`src/rtl/alu_ctrl_pkg.sv`:
```
// ============================================================================
//  Module   : alu_ctrl_pkg
//  Purpose  : Shared ALU_Op, operation-code, funct7 and FSM-state constants
//             for the multi-cycle ALU control decoder.
//  Revision : 1.0 - initial release
// ============================================================================
`default_nettype none

package alu_ctrl_pkg;

    localparam logic [2:0] C_ALUOP_R = 3'b000;
    localparam logic [2:0] C_ALUOP_I = 3'b001;
    localparam logic [2:0] C_ALUOP_U = 3'b010;

    localparam logic [3:0] C_OP_ADD     = 4'b0000;
    localparam logic [3:0] C_OP_SUB     = 4'b0001;
    localparam logic [3:0] C_OP_OR      = 4'b0010;
    localparam logic [3:0] C_OP_AND     = 4'b0011;
    localparam logic [3:0] C_OP_LUI     = 4'b0100;
    localparam logic [3:0] C_OP_SLL     = 4'b0101;
    localparam logic [3:0] C_OP_SRL     = 4'b0110;
    localparam logic [3:0] C_OP_XOR     = 4'b0111;
    localparam logic [3:0] C_OP_SRA     = 4'b1000;
    localparam logic [3:0] C_OP_SLT     = 4'b1001;
    localparam logic [3:0] C_OP_SLTU    = 4'b1010;
    localparam logic [3:0] C_OP_MUL     = 4'b1011;
    localparam logic [3:0] C_OP_MULH    = 4'b1100;
    localparam logic [3:0] C_OP_DIV     = 4'b1101;
    localparam logic [3:0] C_OP_REM     = 4'b1110;
    localparam logic [3:0] C_OP_ILLEGAL = 4'b1111;

    localparam logic [6:0] C_F7_BASE   = 7'b0000000;
    localparam logic [6:0] C_F7_ALT    = 7'b0100000;
    localparam logic [6:0] C_F7_MULDIV = 7'b0000001;

    localparam int         C_ST_W    = 2;
    localparam logic [1:0] C_ST_IDLE = 2'd0;
    localparam logic [1:0] C_ST_BUSY = 2'd1;
    localparam logic [1:0] C_ST_OUT  = 2'd2;

endpackage

`default_nettype wire

```
`src/rtl/alu_op_decode.sv`:
```
// ============================================================================
//  Module   : alu_op_decode
//  Purpose  : Combinational decode of {funct7, ALU_Op, funct3} to an ALU
//             operation code plus illegal / multiply / divide flags.
//  Revision : 1.0 - initial release
// ============================================================================
`default_nettype none

module alu_op_decode
    import alu_ctrl_pkg::*;
#(
    parameter int M_EXT_EN = 1
) (
    input  logic [6:0] i_funct7,
    input  logic [2:0] i_alu_op,
    input  logic [2:0] i_funct3,
    output logic [3:0] o_code,
    output logic       o_illegal,
    output logic       o_is_mul,
    output logic       o_is_div
);

    always_comb begin
        o_code   = C_OP_ILLEGAL;
        o_is_mul = 1'b0;
        o_is_div = 1'b0;
        case (i_alu_op)
            C_ALUOP_R: begin
                case (i_funct7)
                    C_F7_BASE: begin
                        case (i_funct3)
                            3'b000:  o_code = C_OP_ADD;
                            3'b001:  o_code = C_OP_SLL;
                            3'b010:  o_code = C_OP_SLT;
                            3'b011:  o_code = C_OP_SLTU;
                            3'b100:  o_code = C_OP_XOR;
                            3'b101:  o_code = C_OP_SRL;
                            3'b110:  o_code = C_OP_OR;
                            default: o_code = C_OP_AND;
                        endcase
                    end
                    C_F7_ALT: begin
                        if (i_funct3 == 3'b000) o_code = C_OP_SUB;
                        else if (i_funct3 == 3'b101) o_code = C_OP_SRA;
                    end
                    C_F7_MULDIV: begin
                        if (M_EXT_EN != 0) begin
                            case (i_funct3)
                                3'b000: begin o_code = C_OP_MUL;  o_is_mul = 1'b1; end
                                3'b001: begin o_code = C_OP_MULH; o_is_mul = 1'b1; end
                                3'b100: begin o_code = C_OP_DIV;  o_is_div = 1'b1; end
                                3'b110: begin o_code = C_OP_REM;  o_is_div = 1'b1; end
                                default: o_code = C_OP_ILLEGAL;
                            endcase
                        end
                    end
                    default: o_code = C_OP_ILLEGAL;
                endcase
            end
            C_ALUOP_I: begin
                // Immediate shifts are the only I-type forms that constrain funct7
                case (i_funct3)
                    3'b000:  o_code = C_OP_ADD;
                    3'b010:  o_code = C_OP_SLT;
                    3'b011:  o_code = C_OP_SLTU;
                    3'b100:  o_code = C_OP_XOR;
                    3'b110:  o_code = C_OP_OR;
                    3'b111:  o_code = C_OP_AND;
                    3'b001: begin
                        if (i_funct7 == C_F7_BASE) o_code = C_OP_SLL;
                    end
                    default: begin
                        if (i_funct7 == C_F7_BASE) o_code = C_OP_SRL;
                        else if (i_funct7 == C_F7_ALT) o_code = C_OP_SRA;
                    end
                endcase
            end
            C_ALUOP_U: o_code = C_OP_LUI;
            default:   o_code = C_OP_ILLEGAL;
        endcase
    end

    assign o_illegal = (o_code == C_OP_ILLEGAL);

endmodule

`default_nettype wire

```
`src/rtl/alu_control_mc.sv`:
```
// ============================================================================
//  Module   : alu_control_mc
//  Purpose  : Registered ALU control decoder with valid/ready handshake and
//             latency sequencing for multi-cycle MUL/DIV operations.
//  Revision : 1.0 - initial release
// ============================================================================
`default_nettype none

module alu_control_mc
    import alu_ctrl_pkg::*;
#(
    parameter int OP_W       = 4,
    parameter int M_EXT_EN   = 1,
    parameter int MUL_CYCLES = 3,
    parameter int DIV_CYCLES = 8
) (
    input  logic            clk,
    input  logic            reset,
    input  logic            flush_i,
    input  logic            valid_i,
    output logic            ready_o,
    input  logic [6:0]      funct7_i,
    input  logic [2:0]      alu_op_i,
    input  logic [2:0]      funct3_i,
    output logic            valid_o,
    input  logic            ready_i,
    output logic [OP_W-1:0] alu_operation_o,
    output logic            illegal_o,
    output logic            busy_o
);

    localparam int C_MAX_CYC = (MUL_CYCLES > DIV_CYCLES) ? MUL_CYCLES : DIV_CYCLES;
    localparam int C_CNT_W   = $clog2(C_MAX_CYC);
    localparam logic [C_CNT_W-1:0] C_MUL_LOAD = C_CNT_W'(MUL_CYCLES - 2);
    localparam logic [C_CNT_W-1:0] C_DIV_LOAD = C_CNT_W'(DIV_CYCLES - 2);

    logic [C_ST_W-1:0]  r_state;
    logic [C_ST_W-1:0]  w_state_nxt;
    logic [C_CNT_W-1:0] r_cnt;
    logic [C_CNT_W-1:0] w_cnt_nxt;
    logic [OP_W-1:0]    r_op;
    logic               r_illegal;

    logic [3:0] w_code;
    logic       w_illegal;
    logic       w_is_mul;
    logic       w_is_div;
    logic       w_ready;
    logic       w_accept;

    alu_op_decode #(
        .M_EXT_EN (M_EXT_EN)
    ) u_decode (
        .i_funct7  (funct7_i),
        .i_alu_op  (alu_op_i),
        .i_funct3  (funct3_i),
        .o_code    (w_code),
        .o_illegal (w_illegal),
        .o_is_mul  (w_is_mul),
        .o_is_div  (w_is_div)
    );

    // ready_o depends combinationally on ready_i so OUT can hand over back-to-back
    assign w_ready  = (r_state == C_ST_IDLE) || ((r_state == C_ST_OUT) && ready_i);
    assign w_accept = valid_i && w_ready && !flush_i;

    always_comb begin
        w_state_nxt = r_state;
        w_cnt_nxt   = r_cnt;
        if (flush_i) begin
            w_state_nxt = C_ST_IDLE;
            w_cnt_nxt   = '0;
        end else begin
            case (r_state)
                C_ST_IDLE, C_ST_OUT: begin
                    if (w_accept) begin
                        if (w_is_mul) begin
                            w_state_nxt = C_ST_BUSY;
                            w_cnt_nxt   = C_MUL_LOAD;
                        end else if (w_is_div) begin
                            w_state_nxt = C_ST_BUSY;
                            w_cnt_nxt   = C_DIV_LOAD;
                        end else begin
                            w_state_nxt = C_ST_OUT;
                        end
                    end else if ((r_state == C_ST_OUT) && ready_i) begin
                        w_state_nxt = C_ST_IDLE;
                    end
                end
                C_ST_BUSY: begin
                    if (r_cnt == '0) w_state_nxt = C_ST_OUT;
                    else             w_cnt_nxt   = r_cnt - C_CNT_W'(1);
                end
                default: begin
                    w_state_nxt = C_ST_IDLE;
                    w_cnt_nxt   = '0;
                end
            endcase
        end
    end

    always_ff @(posedge clk) begin
        if (!reset) begin
            r_state   <= C_ST_IDLE;
            r_cnt     <= '0;
            r_op      <= '0;
            r_illegal <= 1'b0;
        end else begin
            r_state <= w_state_nxt;
            r_cnt   <= w_cnt_nxt;
            if (w_accept) begin
                r_op      <= OP_W'(w_code);
                r_illegal <= w_illegal;
            end
        end
    end

    assign ready_o         = w_ready;
    assign valid_o         = (r_state == C_ST_OUT);
    assign busy_o          = (r_state == C_ST_BUSY);
    assign alu_operation_o = r_op;
    assign illegal_o       = r_illegal;

endmodule

`default_nettype wire
```
`config.mk`:
```
export PLATFORM = sky130hd
export DESIGN_NAME = alu_control_mc
export DESIGN_NICKNAME = d
export VERILOG_FILES = /design/src/rtl/alu_ctrl_pkg.sv /design/src/rtl/alu_op_decode.sv /design/src/rtl/alu_control_mc.sv
export SDC_FILE = /design/constraint.sdc
export NUM_CORES = 1
export LEC_CHECK = 0
export CORE_ASPECT_RATIO = 0.9
export CORE_MARGIN = 10
export CORE_UTILIZATION = 50
export DETAILED_ROUTE_END_ITERATION = 6
export PLACE_DENSITY = 0.86
export SETUP_SLACK_MARGIN = 0.4
export SLEW_MARGIN = 5
export SYNTH_ARGS = -nofsm -noshare
export SYNTH_HDL_FRONTEND = slang
export SYNTH_SLANG_ARGS = --single-unit
```
`constraint.sdc`:
```
create_clock -name clk -period 5.3 [get_ports clk]
set_clock_uncertainty 0.15 [all_clocks]
set_input_delay 1.06 -clock clk [delete_from_list [all_inputs] [get_ports clk]]
set_output_delay 1.06 -clock clk [all_outputs]
set_load 0.03 [all_outputs]
```
==> metrics.txt, run 1 <==
outcome=finished clean; fin crit share=68.9%; pin count of the biggest net entering global routing=13; synthesized flop and latch total=10; Resize count post-CTS=0; drt total wl=2.47 mm; Tmin final=3.65 ns; final core occ=69.6%; vias in the first global route=999; clock root cell=clkbuf_4; Bufs on Longest Clock Path=2; Worst Setup Start Kind=primary input; hold path depth=2; DR DRC count=0; clk slew on worst S/H paths=0.06 ns; Post-synth EDFFs=0; core area=1680 sq um; Pwr Density=166 nW/um^2; Cell Rows=14; final setup fails=0; CTS tree=yes; critical path depth=4; Max-Cap Viols=0; drt first-iter violations=16; Die Ht=60.2 um; maximum VDD drop=146 uV; Max-slew headroom=59.4%; Hold Path Class=reg2reg; fmax=274 MHz; vias post-DR=992; Via density=5.94; crit-path most repeated cell=clkdlybuf4s50_1; PortBufs=25; io pins=26; Pins Over Slew Limit=0; first-pass GRT wire length=4.28 mm; WL/cell=14.8 um; dominant synthesized flop cell=dfxtp_1; net count after synthesis=142; Worst-Margin Slew=0.603 ns; nets=165; Die Wd=64.7 um; internal reg-to-reg setup slack=3.57 ns; Hold Path End=illegal_o$_SDFFE_PN0P_; CTS H-tree depth=1; initial antenna violation count=0; hold bufs inserted after CTS=0; ys async rst share=0%; post-detailed-route count of antenna-violating nets=0; crit path buf inv count=3; synthesized instance count=122; Num CTS Buffers=3; synthesized area=898 sq um; crit path DAT=2.44 ns; setup TNS=0 ns; layout cell share with drive strength beyond 1=9.09%; slowest CP cell=clkdlybuf4s50_1; worst path required time=4.09 ns; Syn Area/Cell=7.36 sq um; endpoint class of the critical path=primary output; Pre-Repair DR Iteration Count=4; commonest non-fill, non-tap cell in the layout=clkdlybuf4s50_1; crit-path leading delay family=buffers and inverters; leak pwr=0.420 nW; RR Endpoint=r_cnt[2]$_SDFFE_PP0P_; r2r startpoint=r_state[0]$_SDFFE_PP0P_; most frequent cells in the layout=clkdlybuf4s50_1, nor2_1, a21oi_1; clock sinks=10; R2R cell count=5; post-detail-place hpwl=1.95 mm; Hold Vio Cnt, Final=0; Tot GR Track Use=13.5%; Crit Path Max Fanout=3; Inserted Diodes=0; GPL Wtd Cong=0.863; worst-path cell chain=clkdlybuf4s50_1, inv_1, a21oi_1, clkdlybuf4s50_1; Crit Path Category=in2out; RSZ-0062 raised after global routing=no; post-CTS setup buffer count=0; total power=0.194 mW; GRT overflow=0; hold_sp=illegal_o$_SDFFE_PN0P_; die area=3890 sq um; synth warn=0; Slowest Stage Delay on Critical Path=0.69 ns; Cell variety after synth=42; worst skew pair latency=0.26 ns; Initial Util=53.4%; Seq/Total Area, Yosys=22.3%; Area Overhead vs Synth=30.4%
[metal layers]
| layer | GRT usage, % | wire length (um) | vias to the layer above |
|---|---|---|---|
| met5 | 0 | 0 | - |
| met4 | 3.66 | 31 | 0 |
| met3 | 6.17 | 156 | 2 |
| met2 | 23.7 | 1210 | 33 |
| met1 | 14.3 | 1070 | 466 |
| li1 | - | - | 491 |
[worst max path at each step]
| stage | endpoint | start | slack, ns |
|---|---|---|---|
| CTS | ready_o | ready_i | 1.64 |
| floorplan | ready_o | ready_i | 2.45 |
| finish | ready_o | ready_i | 1.65 |
| global placement | ready_o | ready_i | 1.68 |
| detailed placement | ready_o | ready_i | 1.64 |
| global route | ready_o | ready_i | 1.62 |
[metrics by stage]
stage	hold WS, ns	cells	area [sq um]	setup slack (ns)
after detailed placement	0.312	164	1150	1.64
after floorplan	0.303	122	898	2.45
after CTS	0.335	167	1170	1.64
after global placement	0.313	164	1150	1.68
after global routing	0.372	167	1170	1.62
final	0.334	167	1170	1.65
[worst register-to-register path, delay by kind of cell (launching register included)]
family,cells,cell delay (ns)
simple gates,2,0.38
flops,1,0.40
compound gates,3,0.67
[where the power goes]
group          switching (mW)  leakage (nW)  internal (mW)
Clock                  0.0256        0.0138         0.0263
Sequential            0.00189        0.0817         0.0783
Combinational          0.0326         0.324         0.0294
Total                  0.0601         0.420          0.134
[final cells by class]
type	count	area [sq um]
inverter	5	18.8
tap	24	30.0
clock buffer	3	22.5
fill	161	510
timing repair buffer	25	250
multi-input combinational	100	649
sequential	10	200
[synthesized netlist by cell type, types with 2 or more instances]
cell type,instances,area [sq um]
nor3b_1,3,22.5
nand2_1,9,33.8
inv_1,5,18.8
a21oi_1,13,65.1
dfxtp_1,10,200
buf_2,3,15.0
nand3_1,3,15.0
mux2i_1,2,20.0
ha_1,2,25.0
o211a_1,2,20.0
o22ai_1,2,12.5
nor2_1,14,52.6
nand4_1,2,12.5
nand2b_1,10,62.6
clkbuf_1,4,15.0
o21ai_0,8,40.0
nor2b_1,4,25.0
or4_4,2,22.5
[flip-flops by register name (all words and copies together) (netlist names)]
register,flops
alu_operation_o,4
r_cnt,3
r_state,2
illegal_o,1
[cell families after synthesis]
family	share of synthesized area, %
xor+xnor	0.975
simple gates	34.7
compound gates	31.6
mux	2.23
flops	22.3
fa+ha+maj	2.79
buf+inv	5.43
No activity file was read; power rests on OpenSTA's default activity.
==> run 2: changes to the inputs <==
--- a/config.mk
+++ b/config.mk
@@ -7,9 +7,9 @@
 export LEC_CHECK = 0
 export CORE_ASPECT_RATIO = 0.9
 export CORE_MARGIN = 10
-export CORE_UTILIZATION = 50
+export CORE_UTILIZATION = 46
 export DETAILED_ROUTE_END_ITERATION = 6
-export PLACE_DENSITY = 0.86
+export PLACE_DENSITY = 0.8
 export SETUP_SLACK_MARGIN = 0.4
 export SLEW_MARGIN = 5
 export SYNTH_ARGS = -nofsm -noshare
==> constraint.sdc (replaced) <==
create_clock -name clk -period 3.65 [get_ports clk]
set_clock_uncertainty 0.15 [all_clocks]
set_input_delay 0.73 -clock clk [delete_from_list [all_inputs] [get_ports clk]]
set_output_delay 0.73 -clock clk [all_outputs]
set_load 0.03 [all_outputs]
==> run 2 against run 1 <==
Combinational power up 44%. Core utilization is 7.1 points lower. Count of clock-buffer cells in the layout grew 1. Clock power is 95% higher. Non-clock buffer count is the same. Critical path depth unchanged. Sequential share of layout area is 0.22 points lower. First-iteration DRC count increased to 3.3 times the previous value. Critical endpoint unchanged.
==> metrics.txt, run 2 (synthesis gave the netlist of run 1 again) <==
Pwr Density=259 nW/um^2 (+56%); commonest non-fill, non-tap cell in the layout=clkdlybuf4s50_1; Max-slew headroom=59.5% (+0.086 points); final core occ=62.6% (-7.1 points); nets=165 (unchanged); Finished Layout Cells=169 (+1.2%); Die Wd=66.6 um (+2.9%); Tot GR Track Use=11.6% (-1.9 points); Max-Cap Viols=0 (unchanged); fin crit share=81.8%; Worst Setup Start Kind=primary input; Pre-Repair DR Iteration Count=4 (unchanged); post-detailed-route count of antenna-violating nets=0 (unchanged); maximum VDD drop=236 uV (+62%); clk slew on worst S/H paths=0.07 ns (about the same); PortBufs=25 (unchanged); clock root cell=clkbuf_4; Area Overhead vs Synth=32.0%; Layout Cell Area excl Fill=1190 sq um (+1.3%); Worst-Margin Slew=0.602 ns (-0.00128 ns); RSZ-0062 raised after global routing=no; outcome=finished clean; Via density=5.63 (-5.2%); fmax=335 MHz; Place WS=0.603 ns (-1.04 ns); Fillers=166 (+3.1%); post-detail-place hpwl=1.85 mm (-5.1%); crit path DAT=2.10 ns (-0.34 ns); total power=0.307 mW (+58%); final setup fails=0 (unchanged); pin count of the biggest net entering global routing=13 (unchanged); Cell Rows=15 (+1); endpoint class of the critical path=primary output; DR DRC count=0 (unchanged); hold bufs inserted after CTS=0 (unchanged); placed inst area=1150 sq um (+0.11%); io pins=26 (unchanged); first-pass GRT wire length=3.84 mm (-10%); Crit Path Max Fanout=3 (unchanged); Die Ht=61.9 um (+2.8%); CTS H-tree depth=1 (unchanged); Crit Path Category=in2out; drt first-iter violations=53 (+37); post-CTS setup buffer count=0 (unchanged); GPL Wtd Cong=0.953 (+10%); initial antenna violation count=0 (unchanged); setup TNS=0 ns (unchanged); core area=1900 sq um (+13%); WL/cell=13.7 um (-7.5%); vias in the first global route=914 (-8.5%); die area=4120 sq um (+5.9%); Initial Util=47.4% (-6.0 points); worst hold margin=0.336 ns (+0.00185 ns); vias post-DR=952 (-4.0%); Final Worst Setup Slack=0.665 ns (-0.981 ns); CTS tree=yes; worst skew pair latency=0.27 ns (about the same); layout cell share with drive strength beyond 1=9.72% (+0.63 points); worst path required time=2.77 ns (-1.32 ns); leak pwr=0.427 nW (+1.7%); Largest register FFs=4 (unchanged); clock sinks=10 (unchanged); Hold Path Class=reg2reg; Num CTS Buffers=3 (unchanged); Tmin final=2.98 ns; # placed instances=165 (+0.61%); Bufs on Longest Clock Path=2 (unchanged); Multi-input gate area=649 sq um (unchanged); Inserted Diodes=0 (unchanged); most frequent cells in the layout=clkdlybuf4s50_1, nor2_1, a21oi_1; Hold Vio Cnt, Final=0 (unchanged); Resize count post-CTS=0 (unchanged); Pins Over Slew Limit=0 (unchanged); GRT overflow=0 (unchanged); Register Area=200 sq um (unchanged); drt total wl=2.31 mm (-6.4%)
run 2: changes by cell type in the layout (fill, tap and decap cells not counted), sizes merged:
cell and delta:
clkbuf +1
run 2: path summary, 6_finish.rpt:
path / from / to / cells after the start / slack, ns
worst max-delay path: ready_i / ready_o / 4 / 0.67
worst min-delay path: illegal_o$_SDFFE_PN0P_ / illegal_o$_SDFFE_PN0P_ / 2 / 0.34
worst max register to register: r_state[1]$_SDFFE_PP0P_ / r_cnt[1]$_SDFFE_PP0P_ / 5 / 1.94
worst min register to register: illegal_o$_SDFFE_PN0P_ / illegal_o$_SDFFE_PN0P_ / 2 / 0.34
run 2: cell type report:
| cell class | count | share of cell area, % |
|---|---|---|
| Clock buffer | 4 | 3.06 |
| Inverter | 5 | 1.58 |
| Multi-Input combinational cell | 100 | 54.7 |
| Sequential cell | 10 | 16.9 |
| Tap cell | 25 | 2.64 |
| Timing Repair Buffer | 25 | 21.1 |
run 2: critical path, cell delays in order:
cell and delay, ns:
clkdlybuf4s50_1 0.45, inv_1 0.07, a21oi_1 0.16, clkdlybuf4s50_1 0.69
run 2: layer usage:
layer	share of wire [%]	GRT usage [%]	wire length, um	vias up
met2	47	17.8	1100	26
met1	46	14.3	1050	437
met5	0	0	0	-
met4	0	2.69	0	0
met3	6.8	5.20	158	0
li1	-	-	-	489
run 2: power breakdown:
part	internal (mW)	switching, mW
logic	0.0426	0.0467
clock network	0.0606	0.0407
registers	0.114	0.00280
total	0.217	0.0902
